==> src/rtl/config_jtag_tx.sv <==
// config_jtag_tx: serial transmitter for the JTAG-style config link.
// Optional keepalive resend enabled by defining CFG_JTAG_TX_KEEPALIVE_EN.
module config_jtag_tx #(
   parameter int          DATA_W        = 32,
   parameter int          PAT_W         = 16,
   parameter logic [15:0] SYNC_WORD     = 16'hFAB1,
   parameter logic [15:0] RST_WORD      = 16'hFAB0,
   parameter int          KEEPALIVE_GAP = 24
) (
   input  logic              clk,
   input  logic              reset,
   input  logic [DATA_W-1:0] cfg_data,
   input  logic              cfg_valid,
   input  logic              rst_req,
   output logic              cfg_ready,
   output logic              tms,
   output logic              sdata,
   output logic              busy,
   output logic              frame_done
);

   localparam int IW = $clog2(DATA_W);

   typedef enum logic {IDLE, SEND} state_t;

   state_t              state;
   logic [IW-1:0]       idx;
   logic [DATA_W-1:0]   word_sr;
   logic [PAT_W-1:0]    pat_sr;
   logic                last_bit;
   logic                accept;
   logic                load;
   logic                ka_fire;
   logic [DATA_W-1:0]   load_word;
   logic [PAT_W-1:0]    load_pat;

   assign last_bit = (state == SEND) && (idx == IW'(DATA_W - 1));

`ifdef CFG_JTAG_TX_KEEPALIVE_EN
   localparam int CW = $clog2(KEEPALIVE_GAP + 1);

   logic [CW-1:0]     ka_cnt;
   logic [DATA_W-1:0] last_word;

   assign ka_fire = (state == IDLE) && (ka_cnt == CW'(KEEPALIVE_GAP - 1));

   // Idle-cycle counter and the last data word, for the keepalive resend
   always_ff @(posedge clk) begin
      if (reset) begin
         ka_cnt    <= '0;
         last_word <= '0;
      end else begin
         if (accept && !rst_req)
            last_word <= cfg_data;
         if (load)
            ka_cnt <= '0;
         else if (state == IDLE)
            ka_cnt <= ka_cnt + 1'b1;
         else
            ka_cnt <= '0;
      end
   end

   assign load_word = ka_fire ? last_word :
                      rst_req ? '0 : cfg_data;
`else
   assign ka_fire   = 1'b0;
   assign load_word = rst_req ? '0 : cfg_data;
`endif

   assign cfg_ready = !reset && !ka_fire && ((state == IDLE) || last_bit);
   assign accept    = cfg_ready && (rst_req || cfg_valid);
   assign load      = accept || ka_fire;
   assign load_pat  = (accept && rst_req) ? RST_WORD : SYNC_WORD;
   assign busy      = (state == SEND);

   // Frame FSM: loads a frame on accept and shifts one bit per cycle, MSB first
   always_ff @(posedge clk) begin
      if (reset) begin
         state      <= IDLE;
         idx        <= '0;
         word_sr    <= '0;
         pat_sr     <= '0;
         tms        <= 1'b0;
         sdata      <= 1'b0;
         frame_done <= 1'b0;
      end else begin
         frame_done <= last_bit;
         if (load) begin
            state   <= SEND;
            idx     <= '0;
            sdata   <= load_word[DATA_W-1];
            word_sr <= load_word << 1;
            pat_sr  <= load_pat;
            tms     <= 1'b0;
         end else if (state == SEND && !last_bit) begin
            idx     <= idx + 1'b1;
            sdata   <= word_sr[DATA_W-1];
            word_sr <= word_sr << 1;
            // pattern bits occupy the last PAT_W cycles of the frame
            if (idx >= IW'(DATA_W - PAT_W - 1)) begin
               tms    <= pat_sr[PAT_W-1];
               pat_sr <= pat_sr << 1;
            end else begin
               tms <= 1'b0;
            end
         end else begin
            state <= IDLE;
            idx   <= '0;
            tms   <= 1'b0;
            sdata <= 1'b0;
         end
      end
   end

endmodule

==> config.mk <==
export PLATFORM = sky130hd
export DESIGN_NAME = config_jtag_tx
export DESIGN_NICKNAME = d
export VERILOG_FILES = /design/src/rtl/config_jtag_tx.sv
export SDC_FILE = /design/constraint.sdc
export NUM_CORES = 1
export LEC_CHECK = 0
export ABC_AREA = 1
export CAP_MARGIN = 30
export CORE_MARGIN = 2
export CORE_UTILIZATION = 34
export DETAILED_ROUTE_END_ITERATION = 8
export SYNTH_ARGS = -nofsm -noshare
export SYNTH_HDL_FRONTEND = slang
export SYNTH_SLANG_ARGS = --single-unit
export TNS_END_PERCENT = 100
==> constraint.sdc <==
create_clock -name clk -period 2.2 [get_ports clk]
set_clock_uncertainty 0.15 [all_clocks]
set_input_delay 0.44 -clock clk [delete_from_list [all_inputs] [get_ports clk]]
set_output_delay 0.44 -clock clk [all_outputs]
set_load 0.1 [all_outputs]
=== Word level (Yosys, flattened, before mapping) ===
Index checks and enable logic that the tools add are counted.

* Register bits: 56
* Word-level logic and storage cells: 39
* Bits of input ports: 36

* Reductions and logical operators: 14
* Muxes and demuxes: 11
* Magnitude comparators: 1
* $add $sub $neg: 1
* Equality and inequality tests: 2
* Bitwise operators: 3

{| class="wikitable"
|+ Operators by type and width
! kind !! number
|-
| 2-to-1 mux 32 bit || 3
|-
| 2-to-1 mux 16 bit || 3
|-
| adder 5 x 1 -> 5 bit, second input constant || 1
|-
| equality test 5 bit, second input constant || 1
|-
| greater-or-equal comparator 5 x 4 -> 1 bit, second input constant || 1
|-
| logical AND 1 bit || 5
|-
| 2-to-1 mux 1 bit || 5
|-
| nonzero test 2 bit || 2
|-
| OR reduction 4 bit || 1
|-
| inverter 1 bit || 3
|-
| OR reduction 3 bit || 1
|-
| zero test 1 bit || 2
|-
| logical OR 1 bit || 2
|-
| inequality test 2 bit, second input constant || 1
|-
| AND reduction 2 bit || 1
|}

=== Logic depth before layout (Yosys ltp) ===
Gate-level depths: netlist of run 1.

* Depth after elaboration: 8
* Mapped depth: 14

=== Worst setup path before layout of run 1 ===
No wires, ideal clock.

* Path kind: reg-to-output
* Start point: reg state (netlist: busy)
* End point: out cfg_ready
* Cell stages (with the launch flop): 5
* Path slack: -277 ps
* Arrival time: 1887 ps
* Cells stage by stage: dfxtp_1 nand2_1 nand2_2 buf_6 inv_1

* Word-level cells in the longest chain between the ends: 3

{| class="wikitable"
|+ Ends and longest elaborated chain
! what !! RTL line !! text
|-
| start: declaration || 26 || <nowiki>state_t state;</nowiki>
|-
| start signal: assignment || 80 || <nowiki>state <= IDLE;</nowiki>
|-
| start signal: assignment || 90 || <nowiki>state <= SEND;</nowiki>
|-
| start signal: assignment || 108 || <nowiki>state <= IDLE;</nowiki>
|-
| logical AND 1 bit or inverter 1 bit (tied branches) || 37, 71 ||
|-
| logical OR 1 bit * || 71 || <nowiki>assign cfg_ready = !reset && !ka_fire && ((state == IDLE) || last_bit);</nowiki>
|-
| logical AND 1 bit * || 71 ||
|-
| end: declaration || 15 || <nowiki>output logic cfg_ready,</nowiki>
|}

Every way passes the cells marked *; elsewhere a longest branch is shown, timed or not.

=== Worst setup path after layout of run 1 ===
* Start point: reg idx[0]
* End point: out cfg_ready

* Word-level cells in the longest chain between the ends: 4

{| class="wikitable"
|+ Ends and longest elaborated chain
! what !! RTL line !! text
|-
| start: declaration || 27 || <nowiki>logic [IW-1:0] idx;</nowiki>
|-
| start signal: assignment || 97 || <nowiki>idx <= idx + 1'b1;</nowiki>
|-
| equality test 5 bit || 37 || <nowiki>assign last_bit = (state == SEND) && (idx == IW'(DATA_W - 1));</nowiki>
|-
| logical AND 1 bit || 37 ||
|-
| logical OR 1 bit || 71 ||
|-
| logical AND 1 bit || 71 ||
|}

Every way passes these cells.

==> results.py, run 1 <==
metrics = {
    "critical_path": {
        "reg2reg_slack_ns": 0.15,
        "crit_arrival_ns": 1.57,
        "rr_worst_depth": 14,
        "cp_max_fo": 2,
        "start_kind": "register",
        "cp_data_required_time_ns": 1.61,
        "timing.rr.end": "word_sr[21]",
        "path_class": "reg2out",
        "end_kind": "output pin",
        "r2r-start": "idx[0]",
    },
    "clock_tree": {
        "holdBufCountCts": 0,
        "worst_skew_pair.late_latency_ns": 0.31,
        "cts_num_sinks": 56,
        "cts_max_level": 2,
        "cts_tree": "built",
        "clk_pin_slew_ns": 0.09,
        "cts-root-buf": "clkbuf_8",
        "clockBufferDepth": 2,
        "cts_made_buffers": 5,
    },
    "min_path": {
        "min_to": "tms",
        "holdCritStartpoint": "pat_sr[15]",
        "holdPathStages": 2,
        "min_path_type": "reg2reg",
    },
    "floorplan": {
        "die_area_um2": 7720,
        "die_y_um": 87.9,
        "initial_core_util_pct": 35.2,
        "rows": 30,
        "io_pins": 41,
        "core_area_um2": 6790,
        "die_w_um": 87.9,
    },
    "power": {
        "p_leak_nw": 1.27,
        "swShare_pct": 26.8,
        "ir_worst_vdd_mv": 0.291,
        "power_frac_comb_pct": 17.0,
        "clkPwrFrac_pct": 29.1,
        "power_density_nw_per_um2": 625,
        "p_sw_mw": 0.532,
        "power.share.sequential_pct": 53.9,
        "p_int_mw": 1.45,
    },
    "finish": {
        "fin_cells": 481,
        "nets": 423,
        "drive_gt1_share_pct": 14.0,
        "area_growth_syn_to_layout_pct": 32.6,
        "final_cell_mix": "nand2_1 (109), dfxtp_1 (53), o21ai_0 (35), clkdlybuf4s50_1 (35), o21ai_1 (29)",
        "nFillCells": 694,
        "antennaDiodeCount": 0,
        "final_common_cell": "nand2_1",
    },
    "synthesis": {
        "synth_top_area_share_pct": 46.9,
        "synth-seq-cells": 56,
        "synth.area.top_cells": "dfxtp_1 (47%), nand2_1 (18%), o21ai_0 (7.5%), o21ai_1 (5.9%), nor2_1 (4.1%)",
        "synthCells": 334,
        "synth.distinct_cells": 22,
        "synth_area_leader_cell": "dfxtp_1",
        "synth_seq_area_share_pct": 46.9,
        "syn_area_um2": 2390,
        "avgSynthCellArea_um2": 7.16,
        "yosys_warnings": 0,
        "syn_nets": 373,
    },
    "drt": {
        "route.detailed.drc": 0,
        "viasPerCell": 4.49,
        "num_vias": 2159,
        "met3_length_um": 174,
        "wl_per_cell_um": 10.6,
        "wl_met2_um": 2320,
        "top_layer": "met4",
        "wl_um": 5090,
        "ant_nets": 0,
        "wl_met1_um": 2550,
        "drt-pass1-iter-count": 4,
        "first_iter_violations": 65,
    },
    "sta": {
        "fin_crit_sh_pct": 98.4,
        "setup_viol": 0,
        "clock.fmax_mhz": 462,
        "period_needed_ns": 2.16,
        "rsz0062_at_grt": "yes",
        "slew_viol_final": 0,
        "final_hold_viol_count": 0,
        "slew_headroom_pct": 74.6,
        "tightestPinTransition_ns": 0.379,
        "setup_tns_ns": 0,
    },
    "placement": {
        "routabilityCongestion": 0.755,
        "hpwl_um": 3370,
        "place_inst": 467,
        "portBuffers": 40,
    },
    "global_routing": {
        "grt_max_degree": 36,
        "grt_pass1_wl_um": 8710,
        "grt_antenna_before_repair": 0,
        "grt_overflow": 0,
        "grt_pass1_vias": 2006,
        "grt_usage_pct": 14.1,
    },
    "outcome": {
        "status": "completed",
    },
    "flow_run": {
        "maxCapViolations": 0,
    },
}
==> layer usage <==
layer / vias up / GRT usage, %
met1: 944 / 19.1
met3: 7 / 3.30
met5: - / 0
met4: 0 / 4.06
li1: 1172 / -
met2: 36 / 22.7
==> worst max path at each step <==
stage | depth (start not counted) | slack, ns | endpoint | startpoint
5_1_grt | 9 | -0.05 | cfg_ready | idx[0]
3_3_place_gp | 9 | -0.04 | word_sr[7] | rst_req
6_report | 9 | 0.04 | cfg_ready | idx[0]
3_5_place_dp | 12 | -0.14 | word_sr[16] | idx[0]
2_1_floorplan | 9 | 0.0002 | cfg_ready | idx[0]
4_1_cts | 9 | -0.08 | cfg_ready | idx[1]
==> worst max-delay path, cell delays in order, from the launching register on <==
cell and delay, ns:
dfxtp_2 0.34, ha_4 0.16, nand2_4 0.07, nor2_4 0.04, ha_4 0.16, inv_2 0.06
nand2_4 0.05, nand2_4 0.08, clkinvlp_4 0.12, buf_12 0.18
==> timing repair <==
action | CTS | global route
resized for setup | 8 | 8
pin swaps | 5 | 4
setup buffers | 4 | 1
cloned | 1 | 0
setup endpoints to repair | 31 | 48
==> through the flow <==
step           power (mW)  util [%]  setup WS (ns)  hold WS, ns  cell area (um2)
6_report             1.98      46.7         0.0351        0.307             3170
5_1_grt              2.09      46.7        -0.0457        0.332             3170
4_1_cts              2.00      46.0        -0.0772        0.303             3130
3_5_place_dp         1.41      43.7         -0.143        0.290             2970
3_3_place_gp         1.41      43.7        -0.0381        0.286             2970
2_1_floorplan        1.28         -       0.000209        0.275             2400
==> cells by family (layout without fill, tap and decap cells) <==
logic type	count (synthesis)	after routing	share of synthesized area, %
AND/OR/NAND/NOR	166	167	29.1
adder cells (fa/ha/maj)	3	3	1.57
flip-flops	56	56	46.9
buffers and inverters	37	87	7.37
AO/OA/AOI/OAI	72	72	15.1
==> cell usage after synthesis <==
cell      number
nor2_2         1
inv_2          2
ha_1           3
nand3_2        1
nor2_8         1
buf_6          4
a21oi_1        8
inv_1         16
nand2_1      112
o21ai_1       28
dfxtp_1       56
buf_2          6
o21ai_0       36
nor3_1         1
nor2_4         2
buf_1          1
nand2_2        1
nor3b_1        1
nand3_1       19
clkbuf_1       8
nor2_1        26
nand4_1        1
==> power groups by stage <==
stage,clock network (mW),registers (mW),logic (mW)
2_1_floorplan,0,1.11,0.179
5_1_grt,0.640,1.07,0.374
3_3_place_gp,0,1.09,0.320
3_5_place_dp,0,1.09,0.323
4_1_cts,0.598,1.07,0.332
6_report,0.577,1.07,0.337
==> state kept, by name, indices dropped and copies added, names as in the netlist <==
| register | count |
|---|---|
| word_sr | 31 |
| busy | 1 |
| idx | 5 |
| pat_sr | 16 |
| tms | 1 |
| sdata | 1 |
| frame_done | 1 |
==> cell type report <==
| cell class | count | area, um2 | share of cell area, % |
|---|---|---|---|
| flip-flops and latches | 56 | 1120 | 35.4 |
| multi-input cells | 242 | 1170 | 36.8 |
| clock inverters | 2 | 10.0 | 0.315 |
| inverters | 18 | 71.3 | 2.25 |
| well taps | 96 | 120 | 3.79 |
| repair buffers | 61 | 596 | 18.8 |
| clock buffers | 6 | 82.6 | 2.60 |
Power figures use the tool's default switching activity.
==> run 2: changes to the inputs <==
- CORE_UTILIZATION: 34 -> 45
- CTS_CLUSTER_SIZE: unset -> 40
- PLACE_DENSITY: unset -> 0.7
- TNS_END_PERCENT: 100 -> 5
==> run 2 against run 1 <==
Compared with the run above: final area decreased by 2.3%; setup slack better by 0.028 ns; combinational power is 5% lower; cell count shrank 6.4%; core utilization is 14 points higher; first-iteration DRC count grew 120%; largest power group unchanged; hold slack got worse by 0.0044 ns; die area shrank 23%; clock power up 2%; global-route usage increased by 2.9 points.
==> results.py, run 2 (synthesis gave the netlist of run 1 again) <==
metrics = {
    "outcome": {
        "status": "completed",
    },
    "finish": {
        "antennaDiodeCount": 0,
        "area_growth_syn_to_layout_pct": 29.6,
        "nets": 419,
        "drive_gt1_share_pct": 12.6,
        "regArea_um2": 1120,
        "nFillCells": 476,
        "top_register": "word_sr",
        "utilization_pct": 60.7,
        "largest_reg_flops": 31,
        "multi_input_area_um2": 1150,
        "final_common_cell": "nand2_1",
        "final_cell_mix": "nand2_1 (110), dfxtp_1 (53), o21ai_0 (36)",
        "fin_cells": 450,
        "fin_area_um2": 3100,
        "reg_top3": "word_sr (31), pat_sr (16), idx (5)",
    },
    "global_routing": {
        "grt_antenna_before_repair": 0,
        "grtUsageMet3_pct": 3.88,
        "grt_pass1_vias": 1955,
        "grt-busiest-layer": "met2",
        "grt_pass1_wl_um": 8400,
        "grt_overflow": 0,
        "grt_max_degree": 59,
        "grtUsageMet2_pct": 29.3,
        "grt_usage_pct": 17.1,
        "grtUsageMet1_pct": 21.2,
    },
    "clock_tree": {
        "clockBufferDepth": 2,
        "cts_tree": "built",
        "cts_made_buffers": 5,
        "cts_max_level": 2,
        "cts-root-buf": "clkbuf_8",
        "clk_pin_slew_ns": 0.09,
        "cts_num_sinks": 56,
        "holdBufCountCts": 0,
        "worst_skew_pair.late_latency_ns": 0.31,
    },
    "power": {
        "power.total_mw": 1.98,
        "p_leak_nw": 1.24,
        "ir_worst_vdd_mv": 0.358,
        "power_density_nw_per_um2": 638,
    },
    "drt": {
        "num_vias": 2153,
        "route.detailed.drc": 0,
        "ant_nets": 0,
        "first_iter_violations": 141,
        "wl_per_cell_um": 10.7,
        "drt-pass1-iter-count": 4,
        "wl_um": 4820,
        "viasPerCell": 4.78,
    },
    "placement": {
        "portBuffers": 40,
        "place_inst": 436,
        "dp_slack_ns": 0.0927,
        "hpwl_um": 3140,
        "place_area_um2": 2900,
        "routabilityCongestion": 0.785,
    },
    "floorplan": {
        "rows": 26,
        "core_area_um2": 5110,
        "initial_core_util_pct": 46.8,
        "die_w_um": 76.9,
        "io_pins": 41,
        "die_y_um": 76.9,
        "die_area_um2": 5920,
    },
    "critical_path": {
        "cp_data_required_time_ns": 1.61,
        "cp_slowest_stage_delay_ns": 0.37,
        "cp.depth": 9,
        "crit_arrival_ns": 1.55,
        "cp_common_cell": "nand2_4",
        "slowest_stage": "dfxtp_2",
        "start_kind": "register",
        "crit_family": "flip-flops",
        "cp_max_fo": 2,
        "crit_buf_inv": 3,
        "rr_worst_depth": 13,
        "end_kind": "output pin",
        "path_cells": "ha_4 -> nand2_4 -> nor2_4 -> ha_4 -> inv_2 -> nand2_4 -> nand2_4 -> clkinvlp_4 -> buf_12",
        "path_class": "reg2out",
    },
    "min_path": {
        "holdPathStages": 2,
        "min_path_type": "reg2reg",
    },
    "sta": {
        "setup_ws_ns": 0.0633,
        "tightestPinTransition_ns": 0.294,
        "setup_viol": 0,
        "final_hold_viol_count": 0,
        "slew_headroom_pct": 80.4,
        "clock.fmax_mhz": 468,
        "period_needed_ns": 2.14,
        "rsz0062_at_grt": "yes",
        "fin_crit_sh_pct": 97.1,
        "slew_viol_final": 0,
    },
    "flow_run": {
        "maxCapViolations": 0,
    },
}
[run 2: cell types whose count changed in the layout (fill, tap and decap cells not counted), sizes merged]
cell / delta
buf: -3
clkbuf: +1
clkinv: -2
nor2: -1
[run 2: what timing repair did]
action,4_1_cts,5_1_grt
gates cloned,0,0
gates resized for setup,8,4
pin swaps,5,4
buffers inserted,7,0
endpoints found under the setup margin,1,22
[run 2: worst register-to-register path, stage by stage (launching register included)]
cell and delay (ns):
dfxtp_2 0.35, ha_4 0.17, nand2_4 0.07, nor2_4 0.04
buf_4 0.13, buf_4 0.12, ha_1 0.18, nor2_1 0.11
nand2_1 0.08, nand2_1 0.19, buf_4 0.21, nand3_1 0.07
nand2_1 0.06, nor2_1 0.03
[run 2: area by class of cell]
cell class / instances / share of cell area [%]
clock buffer: 7 / 3.11
sequential: 56 / 36.3
tap: 70 / 2.82
timing repair buffer: 58 / 18.5
multi-input combinational: 241 / 37.0
inverter: 18 / 2.30
[run 2: routing by layer]
layer,routed length (um),vias up,share of wire (%)
li1,-,1160,-
met4,59,0,1.2
met2,2340,30,49
met3,146,6,3.0
met5,0,-,0
met1,2270,957,47
[run 2: path summary, 6_finish.rpt]
kind / from / end / slack (ns)
hold / removal: pat_sr[15] / tms / 0.30
hold reg to reg: pat_sr[15] / tms / 0.30
setup reg to reg: idx[0] / pat_sr[11] / 0.14
setup / recovery: idx[0] / cfg_ready / 0.06
[run 2: stage by stage]
stage | hold WS, ns | TNS (ns)
after floorplan | 0.275 | 0
after global placement | 0.294 | 0
after detailed placement | 0.296 | 0
after CTS | 0.306 | -0.0292
after global routing | 0.326 | -0.0122
final | 0.302 | 0
[run 2: power by group]
group / switching (mW) / leakage [nW] / internal, mW
clock network: 0.309 / 0.0503 / 0.281
logic: 0.180 / 0.736 / 0.141
registers: 0.0155 / 0.457 / 1.05
total: 0.505 / 1.24 / 1.47
==> run 3: changes to the inputs <==
- clock period: 2.2 -> 2.5 ns (I/O delays scaled with it)
==> run 3 against run 2 <==
Compared with the run above: non-clock buffer count down 4; die area unchanged; first-iteration DRC count down 60%; hold slack about the same; critical endpoint unchanged; largest power group unchanged.
==> results.py, run 3 (synthesis gave the netlist of run 1 again) <==
metrics = {
    "outcome": {
        "status": "completed",
    },
    "sta": {
        "setup_tns_ns": 0,
        "rsz0062_at_grt": "no",
        "clock.fmax_mhz": 424,
        "setup_viol": 0,
        "slew_headroom_pct": 77.9,
        "period_needed_ns": 2.36,
        "fin_crit_sh_pct": 94.3,
        "final_hold_viol_count": 0,
        "slew_viol_final": 0,
        "tightestPinTransition_ns": 0.331,
    },
    "floorplan": {
        "die_y_um": 76.9,
        "die_w_um": 76.9,
        "die_area_um2": 5920,
        "initial_core_util_pct": 46.8,
        "rows": 26,
        "core_area_um2": 5110,
        "io_pins": 41,
    },
    "finish": {
        "top_register": "word_sr",
        "final_common_cell": "nand2_1",
        "largest_reg_flops": 31,
        "reg_top3": "word_sr (31), pat_sr (16), idx (5)",
        "nets": 415,
        "fin_area_um2": 3060,
        "drive_gt1_share_pct": 11.1,
        "antennaDiodeCount": 0,
        "area_growth_syn_to_layout_pct": 27.7,
        "fin_cells": 447,
        "final_cell_mix": "nand2_1 (111), dfxtp_1 (53), o21ai_0 (36)",
        "utilization_pct": 59.8,
    },
    "clock_tree": {
        "cts_tree": "built",
        "cts-root-buf": "clkbuf_8",
        "cts_made_buffers": 5,
        "clockBufferDepth": 2,
        "worst_skew_pair.late_latency_ns": 0.31,
        "clk_pin_slew_ns": 0.09,
        "cts_num_sinks": 56,
        "cts_max_level": 2,
    },
    "power": {
        "p_leak_nw": 1.20,
        "ir_worst_vdd_mv": 0.225,
        "power_density_nw_per_um2": 591,
    },
    "drt": {
        "num_vias": 2122,
        "route.detailed.drc": 0,
        "ant_nets": 0,
        "drt-pass1-iter-count": 4,
        "viasPerCell": 4.75,
        "first_iter_violations": 57,
        "wl_um": 4720,
        "wl_per_cell_um": 10.6,
    },
    "placement": {
        "routabilityCongestion": 0.784,
        "portBuffers": 40,
        "place_area_um2": 2880,
        "place_inst": 435,
        "hpwl_um": 3250,
    },
    "critical_path": {
        "reg2reg_slack_ns": 0.28,
        "cp_data_required_time_ns": 1.85,
        "crit_arrival_ns": 1.71,
        "rr_worst_depth": 12,
        "cp_slowest_stage_delay_ns": 0.38,
        "end_kind": "output pin",
        "start_kind": "register",
        "cp_max_fo": 3,
        "slowest_stage": "dfxtp_2",
        "path_cells": "ha_4 -> nand2_1 -> nor2_2 -> ha_2 -> inv_1 -> nand2_4 -> nand2_8 -> clkinvlp_4 -> buf_12",
        "path_class": "reg2out",
    },
    "global_routing": {
        "grt_antenna_before_repair": 0,
        "grt_pass1_vias": 2031,
        "grt_overflow": 0,
        "grt_max_degree": 70,
        "grt_pass1_wl_um": 8490,
        "grt_usage_pct": 17.4,
    },
    "flow_run": {
        "maxCapViolations": 0,
    },
    "min_path": {
        "holdPathStages": 2,
        "min_path_type": "reg2reg",
    },
}
==> run 3: report_power, final <==
part	switching (mW)	total, mW	internal (mW)
Sequential	0.0137	0.939	0.926
Combinational	0.160	0.282	0.122
Clock	0.286	0.584	0.298
==> run 3: timing repair <==
action / in CTS / in global routing
endpoints found under the setup margin: 1 / 1
endpoints found under the hold margin: 0 / 0
resized for setup: 2 / 8
gates cloned: 0 / 0
hold buffers: 0 / 0
pin swaps: 0 / 3
setup buffers: 0 / 4
==> run 3: area by class of cell <==
cell class	count	area (um2)
Tap cell	70	87.6
Clock buffer	6	72.6
Inverter	18	71.3
Timing Repair Buffer	54	531
Multi-Input combinational cell	241	1130
Fill cell	515	2050
Clock inverter	2	35.0
Sequential cell	56	1120
==> run 3: layer usage <==
metal  wire [um]  vias up  GRT usage, %
met4          70        0          6.00
met5           0        -             0
li1            -     1156             -
met1        2320      926          20.5
met2        2190       32          31.1
met3         142        8          3.65
==> run 3: path summary, 6_finish.rpt <==
check,startpoint,endpoint
worst max-delay path,idx[0],cfg_ready
worst min-delay path,pat_sr[15],tms
worst max register to register,idx[0],pat_sr[1]
worst min register to register,pat_sr[15],tms
==> run 3: worst max-delay path, delay by kind of cell, from the launching register on <==
| family | cells | cell delay [ns] |
|---|---|---|
| AND/OR/NAND/NOR | 4 | 0.38 |
| flip-flops | 1 | 0.38 |
| adder cells (fa/ha/maj) | 2 | 0.32 |
| buffers and inverters | 3 | 0.32 |
==> run 3: stage by stage <==
stage | total power, mW | hold slack [ns] | setup WS (ns)
3_5_place_dp | 1.23 | 0.292 | 0.270
6_report | 1.81 | 0.302 | 0.144
4_1_cts | 1.82 | 0.308 | 0.0289
3_3_place_gp | 1.23 | 0.290 | 0.284
5_1_grt | 1.89 | 0.329 | 0.00703
2_1_floorplan | 1.13 | 0.275 | 0.196
